### config.mk
export PLATFORM = sky130hd
export DESIGN_NAME = ram_arbiter_flat
export DESIGN_NICKNAME = d
export VERILOG_FILES = /design/src/rtl/ram_arbiter_if.sv /design/src/rtl/ram_arbiter.sv /design/src/flat_wrapper.sv
export SDC_FILE = /design/constraint.sdc
export NUM_CORES = 1
export LEC_CHECK = 0
export BUFFER_PORTS_ARGS = -buffer_cell sky130_fd_sc_hd__buf_4
export CORE_ASPECT_RATIO = 1.5
export CORE_MARGIN = 10
export CORE_UTILIZATION = 34
export DETAILED_ROUTE_END_ITERATION = 8
export SYNTH_ARGS = -nofsm -noshare
export SYNTH_HDL_FRONTEND = slang
export SYNTH_SLANG_ARGS = --single-unit
### constraint.sdc
create_clock -name clk -period 3.1 [get_ports clk]
set_input_delay 0 -clock clk [delete_from_list [all_inputs] [get_ports clk]]
set_output_delay 0 -clock clk [all_outputs]
set_load 0.05 [all_outputs]
### src/rtl/ram_arbiter_if.sv
// Request/response port of one RAM master as seen by the arbiter.
interface ram_arbiter_if;
    logic        req;
    logic [3:0]  we;
    logic [31:0] addr;
    logic [31:0] wdata;
    logic        gnt;
    logic        rvalid;
    logic [31:0] rdata;

    modport master (output req, we, addr, wdata, input gnt, rvalid, rdata);
    modport slave  (input req, we, addr, wdata, output gnt, rvalid, rdata);
endinterface

### src/rtl/ram_arbiter.sv
// Two-master round-robin arbiter and access sequencer for a single-port word RAM.
// One latched access at a time: IDLE -> ACCESS (1+WAIT cycles) -> RESP.
module ram_arbiter #(
    parameter int WAIT = 0
) (
    input  logic         clk,
    input  logic         rst,
    ram_arbiter_if.slave m0,
    ram_arbiter_if.slave m1,
    output logic         ram_r,
    output logic [3:0]   ram_w,
    output logic [31:0]  ram_in,
    output logic [31:0]  ram_addr,
    input  logic [31:0]  ram_out
);
    localparam int CW = (WAIT > 0) ? $clog2(WAIT + 1) : 1;
    localparam logic [CW-1:0] CNT_LAST = CW'(WAIT);

    typedef enum logic [1:0] {
        IDLE   = 2'd0,
        ACCESS = 2'd1,
        RESP   = 2'd2
    } state_t;

    state_t        state_q, state_d;
    logic [CW-1:0] cnt_q, cnt_d;
    logic [CW-1:0] cnt_inc;
    logic          last_q, last_d;
    logic          lat_id_q, lat_id_d;
    logic [3:0]    lat_we_q, lat_we_d;
    logic [1:0]    gnt_q, gnt_d;
    logic [1:0]    rvalid_q, rvalid_d;
    logic [31:0]   rdata0_q, rdata0_d;
    logic [31:0]   rdata1_q, rdata1_d;
    logic          ram_r_q, ram_r_d;
    logic [3:0]    ram_w_q, ram_w_d;
    logic [31:0]   ram_in_q, ram_in_d;
    logic [31:0]   ram_addr_q, ram_addr_d;
    logic          win;
    logic [3:0]    sel_we;
    logic [31:0]   sel_addr;
    logic [31:0]   sel_wdata;

    // Round-robin pick: on a tie the master not granted last time wins.
    always_comb begin
        win = 1'b0;
        if (m0.req && m1.req) begin
            win = ~last_q;
        end else if (m1.req) begin
            win = 1'b1;
        end else begin
            win = 1'b0;
        end
    end

    assign sel_we    = win ? m1.we    : m0.we;
    assign sel_addr  = win ? m1.addr  : m0.addr;
    assign sel_wdata = win ? m1.wdata : m0.wdata;
    assign cnt_inc   = cnt_q + {{(CW-1){1'b0}}, 1'b1};

    // Next-state and next-output logic; RAM outputs are computed for the coming cycle.
    always_comb begin
        state_d    = state_q;
        cnt_d      = cnt_q;
        last_d     = last_q;
        lat_id_d   = lat_id_q;
        lat_we_d   = lat_we_q;
        gnt_d      = 2'b00;
        rvalid_d   = 2'b00;
        rdata0_d   = rdata0_q;
        rdata1_d   = rdata1_q;
        ram_r_d    = 1'b0;
        ram_w_d    = 4'b0000;
        ram_in_d   = 32'h0000_0000;
        ram_addr_d = 32'h0000_0000;
        case (state_q)
            IDLE: begin
                if (m0.req || m1.req) begin
                    state_d    = ACCESS;
                    cnt_d      = {CW{1'b0}};
                    last_d     = win;
                    lat_id_d   = win;
                    lat_we_d   = sel_we;
                    ram_addr_d = sel_addr;
                    ram_in_d   = sel_wdata;
                    ram_r_d    = (sel_we == 4'b0000);
                    ram_w_d    = (CNT_LAST == {CW{1'b0}}) ? sel_we : 4'b0000;
                end else begin
                    state_d = IDLE;
                end
            end
            ACCESS: begin
                if (cnt_q == CNT_LAST) begin
                    state_d            = RESP;
                    gnt_d[lat_id_q]    = 1'b1;
                    rvalid_d[lat_id_q] = (lat_we_q == 4'b0000);
                    // ram_out still reflects the access address at this edge
                    if ((lat_we_q == 4'b0000) && !lat_id_q) begin
                        rdata0_d = ram_out;
                    end else begin
                        rdata0_d = rdata0_q;
                    end
                    if ((lat_we_q == 4'b0000) && lat_id_q) begin
                        rdata1_d = ram_out;
                    end else begin
                        rdata1_d = rdata1_q;
                    end
                end else begin
                    cnt_d      = cnt_inc;
                    ram_addr_d = ram_addr_q;
                    ram_in_d   = ram_in_q;
                    ram_r_d    = ram_r_q;
                    ram_w_d    = (cnt_inc == CNT_LAST) ? lat_we_q : 4'b0000;
                end
            end
            RESP: begin
                state_d = IDLE;
            end
            default: begin
                state_d = IDLE;
            end
        endcase
    end

    // State and output registers with synchronous reset.
    always_ff @(posedge clk) begin
        if (rst) begin
            state_q    <= IDLE;
            cnt_q      <= {CW{1'b0}};
            last_q     <= 1'b1;
            lat_id_q   <= 1'b0;
            lat_we_q   <= 4'b0000;
            gnt_q      <= 2'b00;
            rvalid_q   <= 2'b00;
            rdata0_q   <= 32'h0000_0000;
            rdata1_q   <= 32'h0000_0000;
            ram_r_q    <= 1'b0;
            ram_w_q    <= 4'b0000;
            ram_in_q   <= 32'h0000_0000;
            ram_addr_q <= 32'h0000_0000;
        end else begin
            state_q    <= state_d;
            cnt_q      <= cnt_d;
            last_q     <= last_d;
            lat_id_q   <= lat_id_d;
            lat_we_q   <= lat_we_d;
            gnt_q      <= gnt_d;
            rvalid_q   <= rvalid_d;
            rdata0_q   <= rdata0_d;
            rdata1_q   <= rdata1_d;
            ram_r_q    <= ram_r_d;
            ram_w_q    <= ram_w_d;
            ram_in_q   <= ram_in_d;
            ram_addr_q <= ram_addr_d;
        end
    end

    assign m0.gnt    = gnt_q[0];
    assign m1.gnt    = gnt_q[1];
    assign m0.rvalid = rvalid_q[0];
    assign m1.rvalid = rvalid_q[1];
    assign m0.rdata  = rdata0_q;
    assign m1.rdata  = rdata1_q;
    assign ram_r     = ram_r_q;
    // A reset cycle must never let a write strobe reach the RAM's negedge write.
    assign ram_w     = ram_w_q & {4{~rst}};
    assign ram_in    = ram_in_q;
    assign ram_addr  = ram_addr_q;
endmodule
### src/flat_wrapper.sv
// flat-port wrapper written by rule: the top's interface ports become plain ports
module ram_arbiter_flat 
#(
    parameter int WAIT = 0
)
  (clk, rst, ram_r, ram_w, ram_in, ram_addr, ram_out, m0_req, m0_we, m0_addr, m0_wdata, m0_gnt, m0_rvalid, m0_rdata, m1_req, m1_we, m1_addr, m1_wdata, m1_gnt, m1_rvalid, m1_rdata);
  ram_arbiter_if m0_i ();
  ram_arbiter_if m1_i ();
  input  logic clk;
  input  logic rst;
  output logic ram_r;
  output logic [3:0] ram_w;
  output logic [31:0] ram_in;
  output logic [31:0] ram_addr;
  input  logic [31:0] ram_out;
  input wire logic [$bits(m0_i.req)-1:0] m0_req;
  input wire logic [$bits(m0_i.we)-1:0] m0_we;
  input wire logic [$bits(m0_i.addr)-1:0] m0_addr;
  input wire logic [$bits(m0_i.wdata)-1:0] m0_wdata;
  output wire logic [$bits(m0_i.gnt)-1:0] m0_gnt;
  output wire logic [$bits(m0_i.rvalid)-1:0] m0_rvalid;
  output wire logic [$bits(m0_i.rdata)-1:0] m0_rdata;
  input wire logic [$bits(m1_i.req)-1:0] m1_req;
  input wire logic [$bits(m1_i.we)-1:0] m1_we;
  input wire logic [$bits(m1_i.addr)-1:0] m1_addr;
  input wire logic [$bits(m1_i.wdata)-1:0] m1_wdata;
  output wire logic [$bits(m1_i.gnt)-1:0] m1_gnt;
  output wire logic [$bits(m1_i.rvalid)-1:0] m1_rvalid;
  output wire logic [$bits(m1_i.rdata)-1:0] m1_rdata;
  assign m0_i.req = m0_req;
  assign m0_i.we = m0_we;
  assign m0_i.addr = m0_addr;
  assign m0_i.wdata = m0_wdata;
  assign m0_gnt = m0_i.gnt;
  assign m0_rvalid = m0_i.rvalid;
  assign m0_rdata = m0_i.rdata;
  assign m1_i.req = m1_req;
  assign m1_i.we = m1_we;
  assign m1_i.addr = m1_addr;
  assign m1_i.wdata = m1_wdata;
  assign m1_gnt = m1_i.gnt;
  assign m1_rvalid = m1_i.rvalid;
  assign m1_rdata = m1_i.rdata;
  ram_arbiter #(.WAIT(WAIT)) u_core (.clk(clk), .rst(rst), .m0(m0_i), .m1(m1_i), .ram_r(ram_r), .ram_w(ram_w), .ram_in(ram_in), .ram_addr(ram_addr), .ram_out(ram_out));
endmodule
# After elaboration in Yosys (flattened, before gate mapping)
# Cells that the tools add are included.
dict set report classes {
  reduce_logical 15
  magnitude_cmp 2
  n_addsub 1
  n_bitwise 6
  eq_ne 3
  n_mux 25
}
# cell count
set ops {}
lappend ops {{2-to-1 mux 32 bit} 5}
lappend ops {{one-hot mux 32 bit (2 select lines)} 2}
lappend ops {{2-to-1 mux 4 bit} 4}
lappend ops {{logical NOT 4 bit} 2}
lappend ops {{2-to-1 mux 1 bit} 8}
lappend ops {{one-hot mux 4 bit (2 select lines)} 1}
lappend ops {{AND reduction 3 bit} 2}
lappend ops {{AND 4 bit} 1}
lappend ops {{logical AND 1 bit} 4}
lappend ops {{NOT 1 bit} 4}
lappend ops {{one-hot mux 1 bit (2 select lines)} 2}
lappend ops {{one-hot mux 2 bit (2 select lines)} 1}
lappend ops {{AND reduction 2 bit} 2}
lappend ops {{OR reduction 3 bit} 1}
lappend ops {{AND 2 bit} 1}
lappend ops {{equality test 2 x 1 -> 1 bit, second input constant} 1}
lappend ops {{logical NOT 2 bit} 1}
lappend ops {{less-than comparator 1 x 2 -> 1 bit, second input constant} 1}
lappend ops {{2-to-1 mux 2 bit} 1}
lappend ops {{!= test 2 x 1 -> 1 bit, second input constant} 1}
lappend ops {{!= test 2 bit, second input constant} 1}
lappend ops {{nonzero test 2 bit} 1}
lappend ops {{adder 1 bit, second input constant} 1}
lappend ops {{demux 1 bit (select 1 bit)} 1}
lappend ops {{3 further kinds} 3}
dict set report word_totals {
  regBits 146
  out_inout_bits 137
  elab_cells 65
  in_bits 172
}

# Depth between registers and ports, before layout
dict set report depth {
  depth_word 6
  mapped_depth 6
  mapped_depth_nobuf 4
}

# Worst setup path after synthesis
# Ideal clock, no wire load.
dict set report synth_path {
  path_kind {flip-flop to flip-flop}
  start {register u_core.lat_we_q[3]}
  end {register u_core.rdata1_q[13] (netlist: u_core.m1.rdata[13])}
  path_buffers 2
  t_arrival_ps 1400
  path_stages_with_launch 6
  required_ps 2968
  setup_time_ps 132
  synth_period_minus_slack_ps 1532
  path_slack_ps 1568
  path_cell_list {dfxtp_1 -> or4_4 -> buf_6 -> buf_6 -> o31ai_1 -> a21oi_1}
}
dict set report synth_via {
  elab_chain_len 3
}
# item line
set synth_rtl {}
lappend synth_rtl {{start, declared} ram_arbiter.sv:30} ;# logic [3:0] lat_we_q, lat_we_d;
lappend synth_rtl {{start signal, assigned} ram_arbiter.sv:146} ;# lat_we_q <= lat_we_d;
lappend synth_rtl {{logical NOT 4 bit} ram_arbiter.sv:103} ;# if ((lat_we_q == 4'b0000) && lat_id_q) begin
lappend synth_rtl {{logical AND 1 bit} ram_arbiter.sv:103}
lappend synth_rtl {{AND reduction 3 bit (no line)} --}
lappend synth_rtl {{end signal, assigned} ram_arbiter.sv:150} ;# rdata1_q <= rdata1_d;
lappend synth_rtl {{end, declared} ram_arbiter.sv:34} ;# logic [31:0] rdata1_q, rdata1_d;
# No other way between the ends.
# A chain may end at the register's enable or synchronous reset.

# Worst setup path after layout
dict set report layout_path {
  start {register u_core.last_q}
  end {register u_core.ram_r_q (netlist: u_core.ram_r)}
}
dict set report layout_via {
  elab_chain_len 6
}
# item line
set layout_rtl {}
lappend layout_rtl {{start, declared} ram_arbiter.sv:28} ;# logic last_q, last_d;
lappend layout_rtl {{start signal, assigned} ram_arbiter.sv:144} ;# last_q <= last_d;
lappend layout_rtl {{NOT 1 bit} ram_arbiter.sv:48} ;# win = ~last_q;
lappend layout_rtl {{2-to-1 mux 1 bit} ram_arbiter.sv:47} ;# if (m0.req && m1.req) begin
lappend layout_rtl {{2-to-1 mux 4 bit} ram_arbiter.sv:56} ;# assign sel_we = win ? m1.we : m0.we;
lappend layout_rtl {{logical NOT 4 bit} ram_arbiter.sv:86} ;# ram_r_d = (sel_we == 4'b0000);
lappend layout_rtl {{2-to-1 mux 1 bit} ram_arbiter.sv:78} ;# if (m0.req || m1.req) begin
lappend layout_rtl {{one-hot mux 1 bit (2 select lines)} ram_arbiter.sv:76} ;# case (state_q)
lappend layout_rtl {{end signal, assigned} ram_arbiter.sv:151} ;# ram_r_q <= ram_r_d;
lappend layout_rtl {{end, declared} ram_arbiter.sv:35} ;# logic ram_r_q, ram_r_d;
# No other way between the ends.

==> flow_summary.ini <==
[yosys]
synth_area_leaders = dfxtp_1 51%, a21oi_1 12%, nand2_1 8.7%
syn_inst = 650
synth_area_leader_cell = dfxtp_1
ys.flop_type = dfxtp_1
yosysSeqAreaShare_pct = 51.4
synth_top_area_share_pct = 51.4
netlist_top_cells_count = 145 x dfxtp_1, 133 x a21oi_1, 131 x nand2_1, 64 x nand4_1
synth_edf_count = 0
ys_async_sr_fraction_pct = 0
synth_area_per_cell_um2 = 8.69
yosysMostFrequentCell = dfxtp_1
synth_cell_types = 26
syn_area_um2 = 5650
syn_nets = 822
ys_seq_elements = 145
ys_warn_count = 0

[worst_setup_path]
critical_path_required_ns = 3.46
path_cells = a21bo_2, mux2i_1, dlygate4sd3_1, o2111a_1, dlygate4sd3_1
worst-path-buf-inv = 2
cpPeakStageDelay_ns = 0.65
slowest_stage = dlygate4sd3_1
worstSetupPathType = reg2reg
cp_max_fo = 23
worst_path_most_repeated_cell = dlygate4sd3_1
critPathTopFamily = buffers and inverters
cp-end-kind = flop
crit_arrival_ns = 3.10
cp-start-kind = flop

[detailed_routing]
vias = 6717
drt_iter0_drc = 459
routedWlPerCell_um = 18.7
ant_nets = 0
firstDrtPassIters = 4
viasPerCell = 5.13
routed_wl_um = 24500
drc_errors = 0

[pwr]
total_power_w = 0.00546
powerDensity_nw_per_um2 = 526
power_leakage_nw = 4.65
vdd_ir_drop_max_v = 0.000340

[worst_hold_path]
holdCritPathClass = in2reg

[cells_and_area]
area_delta_synth_final_pct = 83.8
fin_area_um2 = 10400
drive_gt1_share_pct = 34.4
fin_nets = 1262
fill_cells = 1357
postLayoutCoreUtil_pct = 63.8

[cts]
cts.path.max_buffers = 2
clk_pin_slew_ns = 0.06
cts_sinks = 145
cts_buffers = 17
cts_resized = 0
insertion_delay_ns = 0.42
cts-htree-levels = 4
cts-root-buf = clkbuf_16
cts_tree = yes
post_cts_buffers = 0

[global_route]
antenna_found_initial = 1
track_usage_pct = 21.0
grt_pass1_vias = 6889
grt_overflow = 0
grt_pass1_wl_um = 37900
grt_max_degree = 75

[floorplan]
coreArea_um2 = 16300
start_util_pct = 34.7
dieWidth_um = 125
rows = 57
ioPinCount = 309
fp.dieArea_um2 = 22300
fp.dieH_um = 178

[timing]
fin_setup_tns_ns = 0
timing.final.crit_share_pct = 88.5
finalSetupViolations = 0
rsz0062_at_grt = false
drv_slew = 0
fin_crit_ns = 2.74
clock_skew_ns = 0.00803
finalHoldViolations = 0
clock.fmax_mhz = 364
worstMarginPinSlew_ns = 0.901
relSlewSlack_pct = 39.9
worst_slack_ns = 0.356

[run]
maxCapViolations = 0

[placement]
numPortBuffers = 308
dp_slack_ns = 1.23
gp_congestion = 0.757
dp_hpwl_um = 16300
dpl_cell_area_um2 = 8030

[status]
status = complete, no violations
-- final timing paths --
path / start / to / slack (ns) / cells past startpoint
min reg2reg: u_core.m1.rdata[3]$_SDFFE_PP0P_ / u_core.m1.rdata[3]$_SDFFE_PP0P_ / 0.47 / 2
max reg2reg: u_core.last_q$_SDFFE_PP1P_ / u_core.ram_r$_SDFF_PP0_ / 0.36 / 5
max: u_core.last_q$_SDFFE_PP1P_ / u_core.ram_r$_SDFF_PP0_ / 0.36 / 5
min: m0_we[3] / u_core.lat_we_q[3]$_SDFFE_PP0P_ / 0.04 / 3
-- what timing repair did --
action	4_1_cts	5_1_grt
hold buffers	172	0
hold endpoints to repair	140	0
endpoints found under the setup margin	0	0
-- through the flow --
stage          cells  hold slack [ns]
5_1_grt         1310           0.0687
4_1_cts         1309           0.0103
2_1_floorplan    650            0.136
3_5_place_dp    1105            0.255
3_3_place_gp    1105            0.248
6_report        1310           0.0366
-- where the power goes --
part           internal [W]  total [W]  switching [W]
sequential          0.00196    0.00200      0.0000448
clock               0.00139    0.00217       0.000784
combinational      0.000501    0.00128       0.000782
-- per-layer routing --
layer	part of all wire, %	GRT usage (%)	vias to the layer above
met2	48	34.1	308
met3	10	9.53	36
met5	0	0	-
met4	2.4	8.33	0
li1	-	-	3218
met1	39	23.4	3155
-- cell usage in the layout (no fill, tap or decap), types with 2 or more instances in the layout --
| cell type | count |
|---|---|
| bufinv_16 | 4 |
| buf_12 | 2 |
| clkinv_2 | 4 |
| o31ai_1 | 44 |
| nor2b_1 | 5 |
| mux2i_1 | 4 |
| dlygate4sd3_1 | 172 |
| o31ai_2 | 20 |
| inv_1 | 2 |
| buf_4 | 319 |
| clkbuf_16 | 17 |
| nand4_1 | 64 |
| a211oi_1 | 4 |
| clkbuf_1 | 3 |
| nor2_1 | 9 |
| nor3_1 | 5 |
| dfxtp_1 | 144 |
| a21oi_1 | 133 |
| clkinv_4 | 2 |
| clkbuf_8 | 2 |
| nand2_1 | 131 |
-- sequential cells by signal, indices dropped and copies added, names as in the netlist --
signal,cells
u_core.gnt_q,2
u_core.last_q,1
u_core.lat_id_q,1
u_core.lat_we_q,4
u_core.m0.rdata,32
u_core.m1.rdata,32
u_core.ram_addr,32
u_core.ram_in,32
u_core.ram_r,1
u_core.ram_w_q,4
u_core.rvalid_q,2
u_core.state_q,2
-- cell type report --
| class | instances | area, um^2 | area share, % |
|---|---|---|---|
| Antenna cell | 1 | 2.50 | 0.0241 |
| Clock buffer | 22 | 464 | 4.47 |
| Clock inverter | 10 | 158 | 1.52 |
| Inverter | 3 | 11.3 | 0.108 |
| Multi-Input combinational cell | 430 | 2420 | 23.4 |
| Sequential cell | 145 | 2900 | 28.0 |
| Tap cell | 206 | 258 | 2.48 |
| Timing Repair Buffer | 493 | 4160 | 40.0 |
-- tightest hold or removal path, delay by kind of cell --
kind	cells	cell delay [ns]
AOI/OAI and AO/OA	1	0.10
buffers and inverters	1	0.11
muxes	1	0.18
-- kinds of logic after synthesis --
logic type,Yosys count,synth area share (%)
mux,4,0.709
buf+inv,75,6.05
simple gates,220,18.4
compound gates,206,23.4
flops,145,51.4
Note: power is estimated with default switching activity, not from simulation.
